File: config.mk
export PLATFORM = sky130hd
export DESIGN_NAME = irq_dispatch
export DESIGN_NICKNAME = d
export VERILOG_FILES = /design/src/rtl/irq_pkg.sv /design/src/rtl/irq_pri_sel.sv /design/src/rtl/irq_dispatch.sv
export SDC_FILE = /design/constraint.sdc
export NUM_CORES = 1
export LEC_CHECK = 0
export ABC_AREA = 0
export BUFFER_PORTS_ARGS = -buffer_cell sky130_fd_sc_hd__buf_2
export CAP_MARGIN = 20
export CORE_ASPECT_RATIO = 1.25
export CORE_MARGIN = 8
export CORE_UTILIZATION = 44
export DETAILED_ROUTE_END_ITERATION = 6
export MAX_ROUTING_LAYER = met4
export PLACE_DENSITY_LB_ADDON = 0.1
export REMOVE_ABC_BUFFERS = 1
export SKIP_CTS_REPAIR_TIMING = 1
export SLEW_MARGIN = 15
export SYNTH_ARGS = -nofsm -noshare
export SYNTH_HDL_FRONTEND = slang
export SYNTH_HIERARCHICAL = 1
export SYNTH_SLANG_ARGS = --single-unit
File: constraint.sdc
create_clock -name clk -period 1.8 [get_ports clk]
set_clock_uncertainty 0.1 [all_clocks]
set_input_delay 0.27 -clock clk [delete_from_list [all_inputs] [get_ports clk]]
set_output_delay 0.27 -clock clk [all_outputs]
set_load 0.02 [all_outputs]
File: src/rtl/irq_pkg.sv
`default_nettype none
// ------------------------------------------------------------------
// irq_pkg : dispatcher FSM encoding and constant helpers  (rev 1.0)
// ------------------------------------------------------------------
package irq_pkg;

  typedef enum logic [2:0] {
    ST_IDLE    = 3'd0,
    ST_REQ     = 3'd1,
    ST_WAIT    = 3'd2,
    ST_FLUSH   = 3'd3,
    ST_SERVICE = 3'd4
  } irq_state_e;

  // Ceiling log2; returns 0 for values <= 1.
  function automatic int irq_clog2(input int value);
    int r;
    r = 0;
    while ((1 << r) < value) r++;
    return r;
  endfunction

  function automatic bit irq_is_pow2(input int value);
    return (value > 0) && ((value & (value - 1)) == 0);
  endfunction

endpackage
`default_nettype wire

File: src/rtl/irq_pri_sel.sv
`default_nettype none
// ------------------------------------------------------------------
// irq_pri_sel : lowest-index-first priority selector  (rev 1.0)
// ------------------------------------------------------------------
module irq_pri_sel #(
  parameter int NUM_IRQ = 8,
  parameter int ID_W    = 3
) (
  input  logic [NUM_IRQ-1:0] eligible_i,
  output logic               valid_o,
  output logic [ID_W-1:0]    id_o
);

  // Scanning downward lets the lowest set index be the last write.
  always_comb begin
    valid_o = |eligible_i;
    id_o    = '0;
    for (int i = NUM_IRQ - 1; i >= 0; i--) begin
      if (eligible_i[i]) id_o = ID_W'(i);
    end
  end

endmodule
`default_nettype wire

File: src/rtl/irq_dispatch.sv
`default_nettype none
// ------------------------------------------------------------------
// irq_dispatch : pending/priority, table fetch, flush and service  (rev 1.0)
// ------------------------------------------------------------------
module irq_dispatch
  import irq_pkg::*;
#(
  parameter int                  NUM_IRQ    = 8,
  parameter int                  ADDR_W     = 32,
  parameter logic [ADDR_W-1:0]   IDT_BASE   = 'h4000,
  parameter int                  IDT_STRIDE = 4,
  parameter logic [NUM_IRQ-1:0]  TRIG_LEVEL = '0,
  parameter int                  ID_W       = irq_clog2(NUM_IRQ)
) (
  input  logic                clk,
  input  logic                reset,
  input  logic [NUM_IRQ-1:0]  int_vec,
  input  logic [NUM_IRQ-1:0]  int_mask,
  output logic                mem_valid,
  input  logic                mem_ready,
  output logic [ADDR_W-1:0]   mem_address,
  input  logic                mem_dp_valid,
  output logic                mem_dp_ready,
  input  logic [ADDR_W-1:0]   mem_dp_read_data,
  output logic                flush_pipe,
  output logic                fetch_load,
  output logic [ADDR_W-1:0]   fetch_load_address,
  output logic                decode_start_int,
  input  logic                decode_end_int,
  output logic                int_active,
  output logic [ID_W-1:0]     int_id,
  output logic [NUM_IRQ-1:0]  int_pending
);

  irq_state_e           state_q, state_d;
  logic [NUM_IRQ-1:0]   pending_q, pending_d;
  logic [NUM_IRQ-1:0]   int_vec_q;
  logic [ID_W-1:0]      int_id_q, int_id_d;
  logic [ADDR_W-1:0]    handler_q, handler_d;

  logic [NUM_IRQ-1:0]   eligible;
  logic                 sel_valid;
  logic [ID_W-1:0]      sel_id;
  logic [NUM_IRQ-1:0]   edge_set;
  logic [NUM_IRQ-1:0]   edge_clr;
  logic [NUM_IRQ-1:0]   edge_next;
  logic [ADDR_W-1:0]    entry_off;
  logic [ADDR_W-1:0]    entry_addr;

  assign eligible = pending_q & int_mask;

  irq_pri_sel #(
    .NUM_IRQ (NUM_IRQ),
    .ID_W    (ID_W)
  ) u_pri_sel (
    .eligible_i (eligible),
    .valid_o    (sel_valid),
    .id_o       (sel_id)
  );

  // Edge lines latch regardless of mask; a new edge beats the flush-cycle clear.
  assign edge_set  = int_vec & ~int_vec_q;
  assign edge_clr  = (state_q == ST_FLUSH) ? (NUM_IRQ'(1) << int_id_q) : '0;
  assign edge_next = (pending_q & ~edge_clr) | edge_set;
  assign pending_d = (TRIG_LEVEL & int_vec) | (~TRIG_LEVEL & edge_next);

  assign int_id_d  = (state_q == ST_IDLE && sel_valid) ? sel_id : int_id_q;
  assign handler_d = (state_q == ST_WAIT && mem_dp_valid) ? mem_dp_read_data : handler_q;

  generate
    if (irq_is_pow2(IDT_STRIDE)) begin : g_stride_shift
      localparam int STRIDE_SH = irq_clog2(IDT_STRIDE);
      assign entry_off = ADDR_W'(int_id_q) << STRIDE_SH;
    end else begin : g_stride_mul
      assign entry_off = ADDR_W'(int_id_q) * ADDR_W'(IDT_STRIDE);
    end
  endgenerate

  assign entry_addr = IDT_BASE + entry_off;

  always_ff @(posedge clk or posedge reset) begin
    if (reset) begin
      state_q   <= ST_IDLE;
      pending_q <= '0;
      int_vec_q <= '0;
      int_id_q  <= '0;
      handler_q <= '0;
    end else begin
      state_q   <= state_d;
      pending_q <= pending_d;
      int_vec_q <= int_vec;
      int_id_q  <= int_id_d;
      handler_q <= handler_d;
    end
  end

  // Every output decodes registered state only; no input reaches an output directly.
  always_comb begin
    state_d          = state_q;
    mem_valid        = 1'b0;
    mem_address      = '0;
    mem_dp_ready     = 1'b0;
    flush_pipe       = 1'b0;
    fetch_load       = 1'b0;
    decode_start_int = 1'b0;
    int_active       = (state_q != ST_IDLE);
    unique case (state_q)
      ST_IDLE: begin
        if (sel_valid) state_d = ST_REQ;
      end
      ST_REQ: begin
        mem_valid   = 1'b1;
        mem_address = entry_addr;
        if (mem_ready) state_d = ST_WAIT;
      end
      ST_WAIT: begin
        mem_dp_ready = 1'b1;
        if (mem_dp_valid) state_d = ST_FLUSH;
      end
      ST_FLUSH: begin
        flush_pipe = 1'b1;
        fetch_load = 1'b1;
        state_d    = ST_SERVICE;
      end
      ST_SERVICE: begin
        decode_start_int = 1'b1;
        if (decode_end_int) state_d = ST_IDLE;
      end
      default: state_d = ST_IDLE;
    endcase
  end

  assign fetch_load_address = handler_q;
  assign int_id             = int_id_q;
  assign int_pending        = pending_q;

endmodule
`default_nettype wire

==> flow_metrics.tcl <==
set metrics [dict create \
    outcome "finished clean" \
    gp_congestion 0.822 \
    syn_area_sq_um 2460 \
    grt-ovfl-total 0 \
    rsz0062_at_grt "no" \
    clk_pin_slew_ns 0.09 \
    crit_start "state_q[1]$_DFFE_PP0P_" \
    fmax_mhz 579 \
    core_area_sq_um 5410 \
    grt_use_total_pct 13.2 \
    synth-edff-count 0 \
    drt-total-wl_mm 5.67 \
    critPathMaxFanout 8 \
    powerDensity_nw_per_um2 1580 \
    vdd_drop_max_uv 1130 \
    grt_max_degree 42 \
    power.total_mw 4.95 \
    drtAntennaViolNets 0 \
    ff2ff_path_depth 6 \
    path_buf_inv 1 \
    portBuffers 105 \
    fill_cells 489 \
    syn_area_per_cell_sq_um 12.4 \
    hp-start "mem_dp_read_data[3]" \
    cts_tree "built" \
    ys_types 35 \
    finalCritPeriodShare_pct 96.0 \
    critPathTopFamily "flip-flops" \
    antenna_found_initial 0 \
    worst-setup-path-type "reg2out" \
    holdWs_ns 0.0856 \
    die-area_sq_um 8250 \
    cp_slowest_cell "dfrtp_2" \
    fin_crit_ns 1.73 \
    start_kind "flop" \
    yosys_warnings 6 \
    hold_viol_final 0 \
    critPathMaxStageDelay_ns 0.49 \
    first_pass_iters 4 \
    synthCells 198 \
    finalNetCount 367 \
    worstPathArrival_ns 1.36 \
    synth_seq_cells 54 \
    start_util_pct 45.5 \
    routedWlPerCell_um 15.0 \
    cts_max_level 2 \
    die_y_um 99.6 \
    num_antenna_cells 0 \
    synth_ff_type "dfrtp_1" \
    post-dp-hpwl_mm 4.41 \
    grt_pass1_wl_mm 8.87 \
    drc_errors 0 \
    timing.rr.start "int_pending[5]$_DFF_PP0_" \
    die_w_um 82.9 \
    vias 1743 \
    cts_root_buffer "clkbuf_8" \
    setup-violations-final 0 \
    whs_endpoint "fetch_load_address[3]$_DFFE_PP0P_" \
    reg2reg_slack_ns 0.12 \
    async_reset_ff_share_pct 100 \
    leakage_nw 1.57 \
    area_growth_syn_to_layout_pct 27.7 \
    clock_latency_ns 0.30 \
    r2r_end "state_q[0]$_DFFE_PP0P_" \
    crit_required_ns 1.43 \
    vias_per_cell 4.61 \
    holdCritPathClass "in2reg" \
    slew_viol_final 0 \
    synth-seq-area-share_pct 55.0 \
    min_path_cells 2 \
    clock-sinks 54 \
    clk_path_buf_depth 2 \
    rows 30 \
    cts_inserted_buffers 5 \
    end_kind "primary output" \
    drtIter0Drc 55 \
    ios 134 \
    max_cap_violations 0 \
    grt_pass1_vias 1863 \
    drive_gt1_share_pct 50.3 \
    path_cells "or3_1 -> buf_2" \
]
routing by layer:
metal | part of all wire [%] | track usage, % | vias to the layer above
met3 | 7.6 | 5.31 | 7
met2 | 52 | 22.8 | 66
met1 | 40 | 13.4 | 833
li1 | - | - | 837
met4 | 1.1 | 4.07 | 0
met5 | 0 | - | -
state kept, by name, summed over array words and instances, names as in the netlist:
signal / cells
fetch_load_address: 32
int_id: 3
int_pending: 8
int_vec_q: 8
state_q: 3
how the worst max path moves through the flow:
stage / to / slack, ns / depth (start not counted)
global route: mem_address[4] / 0.01 / 3
global placement: state_q[0]$_DFFE_PP0P_ / 0.12 / 7
CTS: mem_address[4] / -0.15 / 3
detailed placement: state_q[0]$_DFFE_PP0P_ / 0.08 / 6
finish: int_active / 0.07 / 2
floorplan: mem_address[2] / -0.50 / 2
metrics by stage:
| step | cells | util [%] | area, sq um | TNS, ns | worst slack [ns] |
|---|---|---|---|---|---|
| finish | 378 | 58.1 | 3140 | 0 | 0.0724 |
| global placement | 362 | 54.4 | 2940 | 0 | 0.118 |
| global route | 378 | 58.1 | 3140 | 0 | 0.0123 |
| CTS | 369 | 55.8 | 3020 | -0.562 | -0.151 |
| floorplan | 189 | - | 2280 | -13.06 | -0.500 |
| detailed placement | 362 | 54.4 | 2940 | 0 | 0.0814 |
logic make-up (layout without fill, tap and decap cells):
group	Yosys count	in the layout	share of synthesized area, %
buffers and inverters	48	137	13.2
muxes	35	35	16.0
AOI/OAI and AO/OA	25	25	5.95
other	1	28	0.153
and+or+nand+nor	35	35	9.72
DFF	54	54	55.0
cell usage in the layout (no fill, tap or decap), drive strengths merged, types with 2 or more instances in the layout:
cell | Yosys | layout
nor2 | 6 | 6
nand2b | 3 | 3
clkbuf | 1 | 7
nand2 | 2 | 2
a21oi | 2 | 2
nor2b | 2 | 2
inv | 12 | 12
buf | 35 | 109
mux2 | 35 | 35
conb | 1 | 28
o21ai | 15 | 15
dfrtp | 54 | 54
nor3b | 3 | 3
dlygate4sd3 | 0 | 9
o31ai | 2 | 2
and2 | 11 | 11
area by class of cell:
| class | count | area [sq um] | share of cell area, % |
|---|---|---|---|
| Tap cell | 64 | 80.1 | 2.55 |
| Inverter | 12 | 45.0 | 1.43 |
| Timing Repair Buffer | 118 | 671 | 21.4 |
| Multi-Input combinational cell | 123 | 915 | 29.1 |
| Sequential cell | 54 | 1350 | 43.1 |
| Clock buffer | 7 | 76.3 | 2.43 |
where the power goes:
part | leakage (nW) | switching (mW) | internal [mW]
sequential | 0.620 | 0.318 | 1.69
clock | 0.0383 | 0.359 | 0.269
combinational | 0.911 | 1.33 | 0.985
total | 1.57 | 2.01 | 2.94
synthesized netlist by cell type (2+ instances only):
library cell   n  area share, %
buf_6          4            1.8
nand2_1        2           0.31
a21oi_1        2           0.41
o21ai_0       15            3.1
dfrtp_1       54             55
o31ai_1        2           0.61
nor2_1         5           0.76
inv_1         12            1.8
nand2b_1       2           0.51
buf_4         30            9.2
nor2b_1        2           0.51
mux2_2        34             16
nor3b_1        2           0.61
and2_1        11            2.8
Note: power is estimated with default switching activity, not from simulation.
